### src/rtl/program_launcher.sv
// program_launcher: conditions the board push-buttons for the processor.
// Raw buttons are synchronised and debounced; each clean launch press becomes
// a program_selector code held for HOLD_CYCLES cycles, and the debounced
// reset button drives cpu_reset. The FSM state is kept in the signal 'state'.
module program_launcher #(
    parameter int DEBOUNCE_CYCLES = 16,
    parameter int HOLD_CYCLES     = 4,
    parameter int SEL_WIDTH       = 32
) (
    input  logic                 clock,
    input  logic                 reset_n,
    input  logic                 btn_reset,
    input  logic [4:0]           btn_launch,
    output logic                 cpu_reset,
    output logic [SEL_WIDTH-1:0] program_selector,
    output logic                 busy
);

    localparam int CNT_W  = $clog2(DEBOUNCE_CYCLES + 1);
    localparam int HOLD_W = $clog2(HOLD_CYCLES + 1);
    localparam logic [CNT_W-1:0]  CNT_LAST  = CNT_W'(DEBOUNCE_CYCLES - 1);
    localparam logic [HOLD_W-1:0] HOLD_LOAD = HOLD_W'(HOLD_CYCLES);

    typedef enum logic [1:0] {
        IDLE    = 2'd0,
        HOLD    = 2'd1,
        RELEASE = 2'd2
    } state_t;

    // Bit 5 is the reset button, bits 4:0 are the launch buttons.
    logic [5:0]       raw;
    logic [5:0]       s1;
    logic [5:0]       s2;
    logic [5:0]       db;
    logic [5:0]       db_prev;
    logic [CNT_W-1:0] cnt [6];
    logic [4:0]       press;
    logic [2:0]       press_code;
    logic [2:0]       sel;
    logic [HOLD_W-1:0] hold_cnt;
    state_t           state;

    assign raw = {btn_reset, btn_launch};

    // Two-flop synchroniser for every button input.
    always_ff @(posedge clock or negedge reset_n) begin
        if (!reset_n) begin
            s1 <= '0;
            s2 <= '0;
        end else begin
            s1 <= raw;
            s2 <= s1;
        end
    end

    // Debounce: accept a new level only after DEBOUNCE_CYCLES consecutive disagreeing samples.
    always_ff @(posedge clock or negedge reset_n) begin
        if (!reset_n) begin
            db <= '0;
            for (int i = 0; i < 6; i++) cnt[i] <= '0;
        end else begin
            for (int i = 0; i < 6; i++) begin
                if (s2[i] == db[i]) begin
                    cnt[i] <= '0;
                end else if (cnt[i] == CNT_LAST) begin
                    db[i]  <= s2[i];
                    cnt[i] <= '0;
                end else begin
                    cnt[i] <= cnt[i] + 1'b1;
                end
            end
        end
    end

    // Previous debounced levels for edge detection, and the registered cpu reset.
    always_ff @(posedge clock or negedge reset_n) begin
        if (!reset_n) begin
            db_prev   <= '0;
            cpu_reset <= 1'b0;
        end else begin
            db_prev   <= db;
            cpu_reset <= db[5];
        end
    end

    assign press = db[4:0] & ~db_prev[4:0];

    // Priority encode the press events: fib (bit 0) wins over everything else.
    always_comb begin
        press_code = 3'd0;
        for (int i = 4; i >= 0; i--) begin
            if (press[i]) press_code = 3'(i + 1);
        end
    end

    // Launch FSM with registered selector and busy outputs.
    always_ff @(posedge clock or negedge reset_n) begin
        if (!reset_n) begin
            state    <= IDLE;
            sel      <= 3'd0;
            hold_cnt <= '0;
            busy     <= 1'b0;
        end else if (cpu_reset) begin
            // Synchronous abort: nothing launches while the processor is held in reset.
            state    <= IDLE;
            sel      <= 3'd0;
            hold_cnt <= '0;
            busy     <= 1'b0;
        end else begin
            case (state)
                IDLE: begin
                    if (press != 5'd0) begin
                        sel      <= press_code;
                        hold_cnt <= HOLD_LOAD;
                        busy     <= 1'b1;
                        state    <= HOLD;
                    end
                end
                HOLD: begin
                    // Presses arriving here are dropped on purpose.
                    if (hold_cnt == HOLD_W'(1)) begin
                        sel   <= 3'd0;
                        state <= RELEASE;
                    end else begin
                        hold_cnt <= hold_cnt - 1'b1;
                    end
                end
                RELEASE: begin
                    // Wait for every launch button to be let go so a held button cannot relaunch.
                    if (db[4:0] == 5'd0) begin
                        busy  <= 1'b0;
                        state <= IDLE;
                    end
                end
                default: begin
                    sel   <= 3'd0;
                    busy  <= 1'b0;
                    state <= IDLE;
                end
            endcase
        end
    end

    assign program_selector = SEL_WIDTH'(sel);

endmodule
### config.mk
export PLATFORM = sky130hd
export DESIGN_NAME = program_launcher
export DESIGN_NICKNAME = d
export VERILOG_FILES = /design/src/rtl/program_launcher.sv
export SDC_FILE = /design/constraint.sdc
export NUM_CORES = 1
export LEC_CHECK = 0
export ABC_AREA = 1
export ABC_CLOCK_PERIOD_IN_PS = 1790
export BUFFER_PORTS_ARGS = -buffer_cell sky130_fd_sc_hd__buf_2
export CAP_MARGIN = 5
export CORE_ASPECT_RATIO = 0.75
export CORE_MARGIN = 4
export CORE_UTILIZATION = 56
export CTS_CLUSTER_DIAMETER = 40
export CTS_CLUSTER_SIZE = 12
export DETAILED_ROUTE_END_ITERATION = 8
export GPL_ROUTABILITY_DRIVEN = 0
export PLACE_DENSITY = 0.79
export SYNTH_ARGS = -nofsm -noshare
export SYNTH_HDL_FRONTEND = slang
export SYNTH_SLANG_ARGS = --single-unit
export TNS_END_PERCENT = 1
### constraint.sdc
create_clock -name clock -period 1.79 [get_ports clock]
set_clock_uncertainty 0.2 [all_clocks]
set_input_delay 0.0895 -clock clock [delete_from_list [all_inputs] [get_ports clock]]
set_output_delay 0.0895 -clock clock [all_outputs]
set_load 0.01 [all_outputs]
==> results.md, run 1 <==
- Core Area: 4600 µm²
- Synth Area in Compound Gates: 0.0309
- Ys flop type: dfrtp_1
- Worst Hold Class: primary input to asynchronous set/reset pin
- CTS H-tree lvls: 3
- Slew Limit Fails: 0
- Power per cell area: 1140 nW/µm²
- Clk_lat worst skew: ~330 ps
- Crit path DAT: 1580 ps
- Netlist cell types: 23
- VDD IR-drop max: between 0.0009 and 0.001 V
- Setup bufs post-CTS: 0
- Largest net degree at the start of global routing: 64
- Hold Violations, Final: 0
- Maximum clock frequency: ~0.64 GHz
- Share of cells above drive strength 1: 0.115
- Reg power frac: 0.465
- CTS Buffer Depth: 2
- Post-synthesis cell count: roughly 290
- Final nets: 333
- Largest family of logic cells by synthesized area: simple AND/OR/NAND/NOR gates
- Synth Area in XOR/XNOR: 0.0382
- Die Wd: 89.0 µm
- Sw frac: 0.287
- Post-route cell area: slightly above 3000 µm²
- Area leader, netlist: dfrtp_1
- Area growth from synthesis to layout: 11.1%
- Switching component of the power: 0.999 mW
- Final worst setup slack: 238 ps
- Total GRT Usage: 0.154
- Netlist Area Pre-Place: 2750 µm²
- FP Rows: 21
- Synth top area cells: dfrtp_1, buf_4, nand2_1
- First-pass GRT wire length: roughly 7000 µm
- Via density: 4.68
- Mux cell area share after synthesis: 0
- Status: finished clean
- DRT iter0 DRCs: 89
- Post-layout min period: 1550 ps
- CP startpoint kind: flip-flop
- Ys async rst share: 1.00
- Worst Setup End Kind: flip-flop
- Leakage power: 1.65 nW
- Register area: 1580 µm²
- Comb power frac: 0.186
- CTS tree: yes
- Post-synth EDFFs: 0
- Post-synth top area share: 0.573
- Yosys reg bits: 63
- PostCTS Resize Cnt: 0
- Syn Area/Cell: 9.59 µm²
- Syn. warnings: 0
- # diodes: 0
- Initial Util: 0.599
- Pre-CTS WS: 240 ps
- Clk pin slew, worst setup/hold paths: about 70 ps
- CP Data Required Time: 1810 ps
- Max FO, Critical Path: 3
- Setup Viol. Count Final: 0
- Internal power: 2.48 mW
- Hpwl dp: 2890 µm
- Setup TNS: 0 ps
- Area after DPL: 2790 µm²
- Period utilization: 0.867
- 1st-pass router iterations: 7
- Via Count: 1769
- R2R depth: 9
- Adder-cell share of the synthesized area: 0.0364
- ANT nets after route: 0
- Fin util: 0.665
- Crit path kind: flip-flop to flip-flop
- Simple-gate share of the synthesized area: 0.196
- # IOs: 42
- RSZ-0062 raised after global routing: no
- Clk pwr share: 0.349
- # port buffers: 12
- Die area: 6110 µm²
- Multi-input gate area: around 940 µm²
- Drc violations: 0
- Most frequent cell after synthesis: dfrtp_1
- CTS sink count: 63
- Power after layout: about 3.5 mW
- Seq/Total Area, Yosys: 0.573
- Number of global-route vias before repair: 1646
- WL/cell: 10.9 µm
- Fillcell total: 393
- Clock root buffer: clkbuf_8
- Die height: just under 70 µm
- Total grt overflow: 0
- Final WL: 4130 µm
- Number of max-cap violations: 0
- Total CTS buffers: 9
- Initial antenna violation count: 0
- Post-synth top cells: dfrtp_1, nand2_1, inv_1, nor2_1, buf_4
==> routing by layer <==
layer | part of all wire | track usage | vias up
met2 | 0.46 | 0.238 | 40
met1 | 0.46 | 0.192 | 827
li1 | - | - | 892
met4 | 0.022 | 0.0892 | 0
met5 | 0 | 0 | -
met3 | 0.056 | 0.0499 | 10
==> state kept, by name, summed over array words and instances, names as in the netlist, 2 cells and up <==
register  count
state         2
cnt          30
sel           3
db_prev       5
hold_cnt      3
s1            6
db            6
s2            6
==> cells by family (layout without fill, tap and decap cells) <==
kind of cell / after synthesis / after routing
AOI/OAI and AO/OA: 16 / 16
xor gates and xnor gates: 12 / 12
adders and majority gates: 8 / 8
buffers and inverters: 62 / 68
DFF: 63 / 63
other: 1 / 29
and+or+nand+nor: 125 / 125
==> what timing repair did <==
item / CTS / global route
hold buffers: 7 / 0
endpoints found under the setup margin: 0 / 0
hold endpoints to repair: 69 / 0
==> final timing paths <==
kind | start | endpoint | slack, ps
hold / removal | reset_n | cnt[8] | 90
setup reg to reg | hold_cnt[1] | sel[0] | 240
setup / recovery | hold_cnt[1] | sel[0] | 240
hold reg to reg | s1[2] | s2[2] | 150
min in group clock | s1[2] | s2[2] | 150
max in group asynchronous | reset_n | s2[1] | 1030
==> cell type report <==
| cell class | instances | share of cell area |
|---|---|---|
| Clock buffer | 11 | 0.0495 |
| Clock inverter | 4 | 0.0147 |
| Inverter | 33 | 0.0405 |
| Multi-Input combinational cell | 190 | 0.307 |
| Sequential cell | 63 | 0.516 |
| Tap cell | 57 | 0.0233 |
| Timing Repair Buffer | 20 | 0.0491 |
==> critical path: stages (launching register included) <==
cell	delay, ps
dfrtp_1	380
inv_1	80
ha_1	160
inv_1	40
nor2_1	210
nor2_4	80
nor2_1	110
nand2_2	70
nand2_1	60
nand2_1	50
==> power groups by stage <==
stage	Sequential, mW	Combinational, mW	Clock, mW
floorplan	1.63	0.535	0
global placement	1.64	0.618	0
detailed placement	1.65	0.636	0
CTS	1.62	0.649	1.25
global route	1.63	0.764	1.29
finish	1.62	0.646	1.21
==> metrics by stage <==
stage                     instances  hold slack (ps)
after CTS                       378             99.2
after global routing            378              113
final                           378             86.5
after detailed placement        356            -72.4
after global placement          356            -81.3
after floorplan                 315             -406
==> placed cells by master, fill, tap and decap left out, types with 2 or more instances in the layout <==
cell and instances:
nand3_1 14, nor2_2 2, clkinv_2 3, o21ai_0 6, nand2_1 58, xnor2_1 6, clkbuf_8 11, and3_1 5
nor2_1 31, dfrtp_1 63, dlygate4sd3_1 7, ha_1 8, nand2_2 4, buf_2 12, nor3_1 6, xor2_1 6
conb_1 29, a21oi_1 9, inv_1 32
No activity file was read; power rests on OpenSTA's default activity.
==> run 2, diff against run 1 <==
--- a/config.mk
+++ b/config.mk
@@ -9,14 +9,15 @@
 export ABC_CLOCK_PERIOD_IN_PS = 1790
 export BUFFER_PORTS_ARGS = -buffer_cell sky130_fd_sc_hd__buf_2
 export CAP_MARGIN = 5
-export CORE_ASPECT_RATIO = 0.75
+export CELL_PAD_IN_SITES_DETAIL_PLACEMENT = 0
+export CELL_PAD_IN_SITES_GLOBAL_PLACEMENT = 1
 export CORE_MARGIN = 4
-export CORE_UTILIZATION = 56
+export CORE_UTILIZATION = 43
 export CTS_CLUSTER_DIAMETER = 40
 export CTS_CLUSTER_SIZE = 12
 export DETAILED_ROUTE_END_ITERATION = 8
 export GPL_ROUTABILITY_DRIVEN = 0
-export PLACE_DENSITY = 0.79
+export PLACE_DENSITY_LB_ADDON = 0.1
 export SYNTH_ARGS = -nofsm -noshare
 export SYNTH_HDL_FRONTEND = slang
 export SYNTH_SLANG_ARGS = --single-unit
==> results.md, run 2 (synthesis gave the netlist of run 1 again) <==
- CTS H-tree lvls: 3
- Die Wd: 88.0 µm
- Number of global-route vias before repair: approximately 1600
- WL/cell: 9.96 µm
- CTS Buffer Depth: 2
- Setup bufs post-CTS: 0
- Pre-CTS WS: 259 ps
- Met3 usage: 0.0367
- Slew Limit Fails: 0
- Number of max-cap violations: 0
- Clk_lat worst skew: 330 ps
- Final nets: 333
- Commonest non-fill, non-tap cells in the layout: dfrtp_1, nand2_1, inv_1
- Maximum clock frequency: 0.647 GHz
- Clock root buffer: clkbuf_8
- CP max stage delay: around 370 ps
- Final WL: roughly 4000 µm
- Share of cells above drive strength 1: 0.112
- CTS sink count: 63
- # port buffers: 12
- CP startpoint kind: flip-flop
- Cells after DPL: around 370
- Max reg flops: 30
- Most Crowded Layer GR: met2
- Total CTS buffers: 9
- Reg power frac: 0.446
- Global Route met1 Usage: 0.161
- # IOs: 42
- CP Cell Sequence: inv_1 > ha_1 > inv_1 > nor2_1 > nor2_4 > nor2_1 > nand2_2 > nand2_1 > nand2_1
- VDD IR-drop max: 0.000943 V
- Worst Setup End Kind: flip-flop
- Clk pin slew, worst setup/hold paths: 70 ps
- Power after layout: 3.62 mW
- RSZ-0062 raised after global routing: no
- Initial antenna violation count: 0
- CP max-delay cell: dfrtp_1
- Die height: 88.0 µm
- Total GRT Usage: 0.121
- First-pass GRT wire length: between 7000 and 8000 µm
- Status: finished clean
- Internal power: 2.64 mW
- Finished Layout Cells: 397
- Via density: about 4.2
- Final hold slack: 93.7 ps
- DRT iter0 DRCs: 64
- Period utilization: 0.864
- 1st-pass router iterations: 4
- Worst Hold Class: primary input to asynchronous set/reset pin
- Crit path kind: flip-flop to flip-flop
- Sw frac: 0.273
- Hpwl dp: 2770 µm
- Core Area: 6060 µm²
- GR met2 Demand/Resource: 0.173
- FP Rows: 28
- Total grt overflow: 0
- Via Count: 1684
- Most common cell after layout, fill and taps aside: dfrtp_1
- Clk pwr share: 0.377
- Final worst setup slack: 244 ps
- Crit path DAT: 1570 ps
- Post-layout min period: 1550 ps
- Largest register by flop count: cnt
- Comb power frac: 0.177
- Area growth from synthesis to layout: 12.9%
- ANT nets after route: 0
- Setup TNS: 0 ps
- Initial Util: 0.454
- Power per cell area: 1170 nW/µm²
- Switching component of the power: around 1 mW
- Hold Violations, Final: 0
- Max FO, Critical Path: 3
- Die area: 7750 µm²
- # diodes: 0
- Leakage power: 1.66 nW
- Drc violations: 0
- Largest net degree at the start of global routing: 64
- Fillcell total: 560
- CP Data Required Time: 1810 ps
- Setup Viol. Count Final: 0
- CTS tree: yes
[run 2: final timing paths]
kind,start,end,slack (ps),depth (start not counted)
setup / recovery,hold_cnt[1],sel[1],240,9
hold / removal,reset_n,cnt[13],90,3
setup reg to reg,hold_cnt[1],sel[1],240,9
hold reg to reg,s1[1],s2[1],150,0
max in group asynchronous,reset_n,s2[0],1030,3
min in group clock,s1[1],s2[1],150,0
[run 2: stage by stage]
stage          area [µm²]  utilization
6_report             3110        0.513
5_1_grt              3110        0.513
4_1_cts              3110        0.513
3_5_place_dp         2810        0.464
3_3_place_gp         2810        0.464
2_1_floorplan        2860            -
[run 2: layer usage]
metal,share of wire,wire (µm),up-vias
met5,0,0,-
met4,0.031,121,0
met3,0.054,214,11
met2,0.42,1650,35
met1,0.50,1970,741
li1,-,-,897
[run 2: final cells by class]
type | count | area [µm²] | area share
Clock inverter | 3 | 65.1 | 0.0209
Timing Repair Buffer | 20 | 150 | 0.0483
Sequential cell | 63 | 1580 | 0.507
Tap cell | 75 | 93.8 | 0.0302
Inverter | 33 | 124 | 0.0399
Multi-Input combinational cell | 190 | 940 | 0.302
Clock buffer | 13 | 159 | 0.0511
[run 2: worst max-delay path: cells and delay by family, from the launching register on]
| kind | cells | cell delay, ps |
|---|---|---|
| buffers and inverters | 2 | 120 |
| DFF | 1 | 370 |
| adders and majority gates | 1 | 160 |
| and+or+nand+nor | 6 | 590 |
[run 2: power by group through the flow]
| stage | clock network, mW | registers, mW | logic [mW] |
|---|---|---|---|
| after CTS | 1.41 | 1.62 | 0.657 |
| after detailed placement | 0 | 1.64 | 0.644 |
| after global routing | 1.48 | 1.63 | 0.756 |
| final | 1.37 | 1.62 | 0.643 |
| after floorplan | 0 | 1.63 | 0.535 |
| after global placement | 0 | 1.64 | 0.642 |
[run 2: repair_timing]
action | CTS | global route
hold buffers | 7 | 0
endpoints found under the hold margin | 69 | 0
resized for setup | 0 | 0
==> run 3, diff against run 2 <==
--- a/config.mk
+++ b/config.mk
@@ -18,6 +18,7 @@
 export DETAILED_ROUTE_END_ITERATION = 8
 export GPL_ROUTABILITY_DRIVEN = 0
 export PLACE_DENSITY_LB_ADDON = 0.1
+export REMOVE_ABC_BUFFERS = 1
 export SYNTH_ARGS = -nofsm -noshare
 export SYNTH_HDL_FRONTEND = slang
 export SYNTH_SLANG_ARGS = --single-unit
==> results.md, run 3 (synthesis gave the netlist of run 1 again) <==
- Status: finished clean
- Total grt overflow: 0
- Initial Util: 0.454
- Multi-input gate area: 940 µm²
- Clk pwr share: 0.304
- FP Rows: 28
- Total CTS buffers: 9
- Max reg flops: 30
- Hold Violations, Final: 0
- Global Route met1 Usage: 0.165
- Core Area: 6060 µm²
- Most Crowded Layer GR: met2
- Post-route cell area: 3040 µm²
- CTS H-tree lvls: 3
- Clock root buffer: clkbuf_8
- Max FO, Critical Path: 3
- Cells after DPL: 375
- Number of max-cap violations: 0
- CTS Buffer Depth: 2
- Leakage power: 1.63 nW
- Worst Setup End Kind: flip-flop
- Die Wd: 88.0 µm
- Area growth from synthesis to layout: 10.5%
- Commonest non-fill, non-tap cells in the layout: dfrtp_1, nand2_1, inv_1
- Slew HR: 0.568
- Largest register by flop count: cnt
- Register area: 1580 µm²
- Crit path kind: flip-flop to flip-flop
- # IOs: between 40 and 50
- Initial antenna violation count: 0
- Final worst setup slack: 266 ps
- WL/cell: between 10 and 15 µm
- Fillcell total: 573
- CP startpoint kind: flip-flop
- ANT nets after route: 0
- Period utilization: 0.851
- Post-layout min period: between 1500 and 2000 ps
- GR met2 Demand/Resource: 0.175
- Tightest Pin Transition: 647 ps
- Switching component of the power: approximately 0.95 mW
- RSZ-0062 raised after global routing: no
- Reg power frac: 0.499
- # port buffers: 12
- Die area: approximately 7700 µm²
- Setup Viol. Count Final: 0
- Via density: 4.24
- Slew Limit Fails: 0
- Largest net degree at the start of global routing: 30
- Drc violations: 0
- Clk pin slew, worst setup/hold paths: 60 ps
- Internal power: 2.29 mW
- Maximum clock frequency: 0.656 GHz
- Final WL: 4010 µm
- VDD IR-drop max: 0.000497 V
- Finished Layout Cells: 395
- Worst Hold Class: primary input to asynchronous set/reset pin
- First-pass GRT wire length: 7290 µm
- Pre-CTS WS: between 200 and 300 ps
- PostCTS Resize Cnt: 0
- Crit path DAT: approximately 1500 ps
- DRT iter0 DRCs: 57
- Die height: 88.0 µm
- CTS tree: yes
- Final nets: 334
- Clk_lat worst skew: 330 ps
- Sw frac: 0.294
- CTS sink count: 63
- Number of global-route vias before repair: 1672
- Most common cell after layout, fill and taps aside: dfrtp_1
- CP Data Required Time: 1810 ps
- Hpwl dp: 2960 µm
- Setup TNS: 0 ps
- Comb power frac: 0.197
- Via Count: 1675
- Met3 usage: 0.0452
- 1st-pass router iterations: 6
- # diodes: 0
- Share of cells above drive strength 1: 0.109
- Total GRT Usage: 0.122
- Area after DPL: 2820 µm²
- Power per cell area: around 1100 nW/µm²
run 3: timing repair:
item                                   4_1_cts  5_1_grt
endpoints found under the hold margin       33        0
hold buffers                                 7        0
setup endpoints to repair                    0        0
setup buffers                                0        0
run 3: final cells by class:
class,count,area share
flip-flops and latches,63,0.518
multi-input cells,190,0.309
repair buffers,21,0.0518
clock buffers,11,0.0465
inverters,33,0.0407
well taps,75,0.0308
clock inverters,2,0.00329
run 3: per-stage QoR:
step | hold WS, ps | power [mW] | utilization
floorplan | -406 | 2.12 | -
global placement | -43.6 | 2.29 | 0.466
detailed placement | -42.2 | 2.29 | 0.466
CTS | 136 | 3.31 | 0.502
global route | 151 | 3.50 | 0.502
finish | 125 | 3.24 | 0.502
run 3: per-layer routing:
layer | vias up | wire length, µm
met5 | - | 0
met1 | 743 | 2010
met3 | 7 | 194
li1 | 897 | -
met4 | 0 | 75
met2 | 28 | 1720
run 3: critical path, stage by stage, from the launching register on:
cell     delay (ps)
dfrtp_1         370
inv_1            70
ha_1            160
inv_1            40
nor2_1          200
nor2_4           80
nor2_1          120
nand2_2          70
nand2_1          60
nand2_1          40
run 3: path summary, 6_finish.rpt:
kind / slack [ps] / startpoint / end / cells past startpoint
max: 270 / hold_cnt[1] / sel[1] / 9
min: 130 / reset_n / cnt[5] / 2
max reg2reg: 270 / hold_cnt[1] / sel[1] / 9
min reg2reg: 150 / s1[4] / s2[4] / 0
max in group asynchronous: 670 / reset_n / busy / 3
min in group clock: 150 / s1[4] / s2[4] / 0
run 3: power groups by stage:
| stage | logic [mW] | clock network [mW] | registers [mW] |
|---|---|---|---|
| after floorplan | 0.488 | 0 | 1.63 |
| after detailed placement | 0.641 | 0 | 1.64 |
| final | 0.638 | 0.986 | 1.62 |
| after global placement | 0.644 | 0 | 1.64 |
| after global routing | 0.762 | 1.10 | 1.64 |
| after CTS | 0.653 | 1.04 | 1.62 |
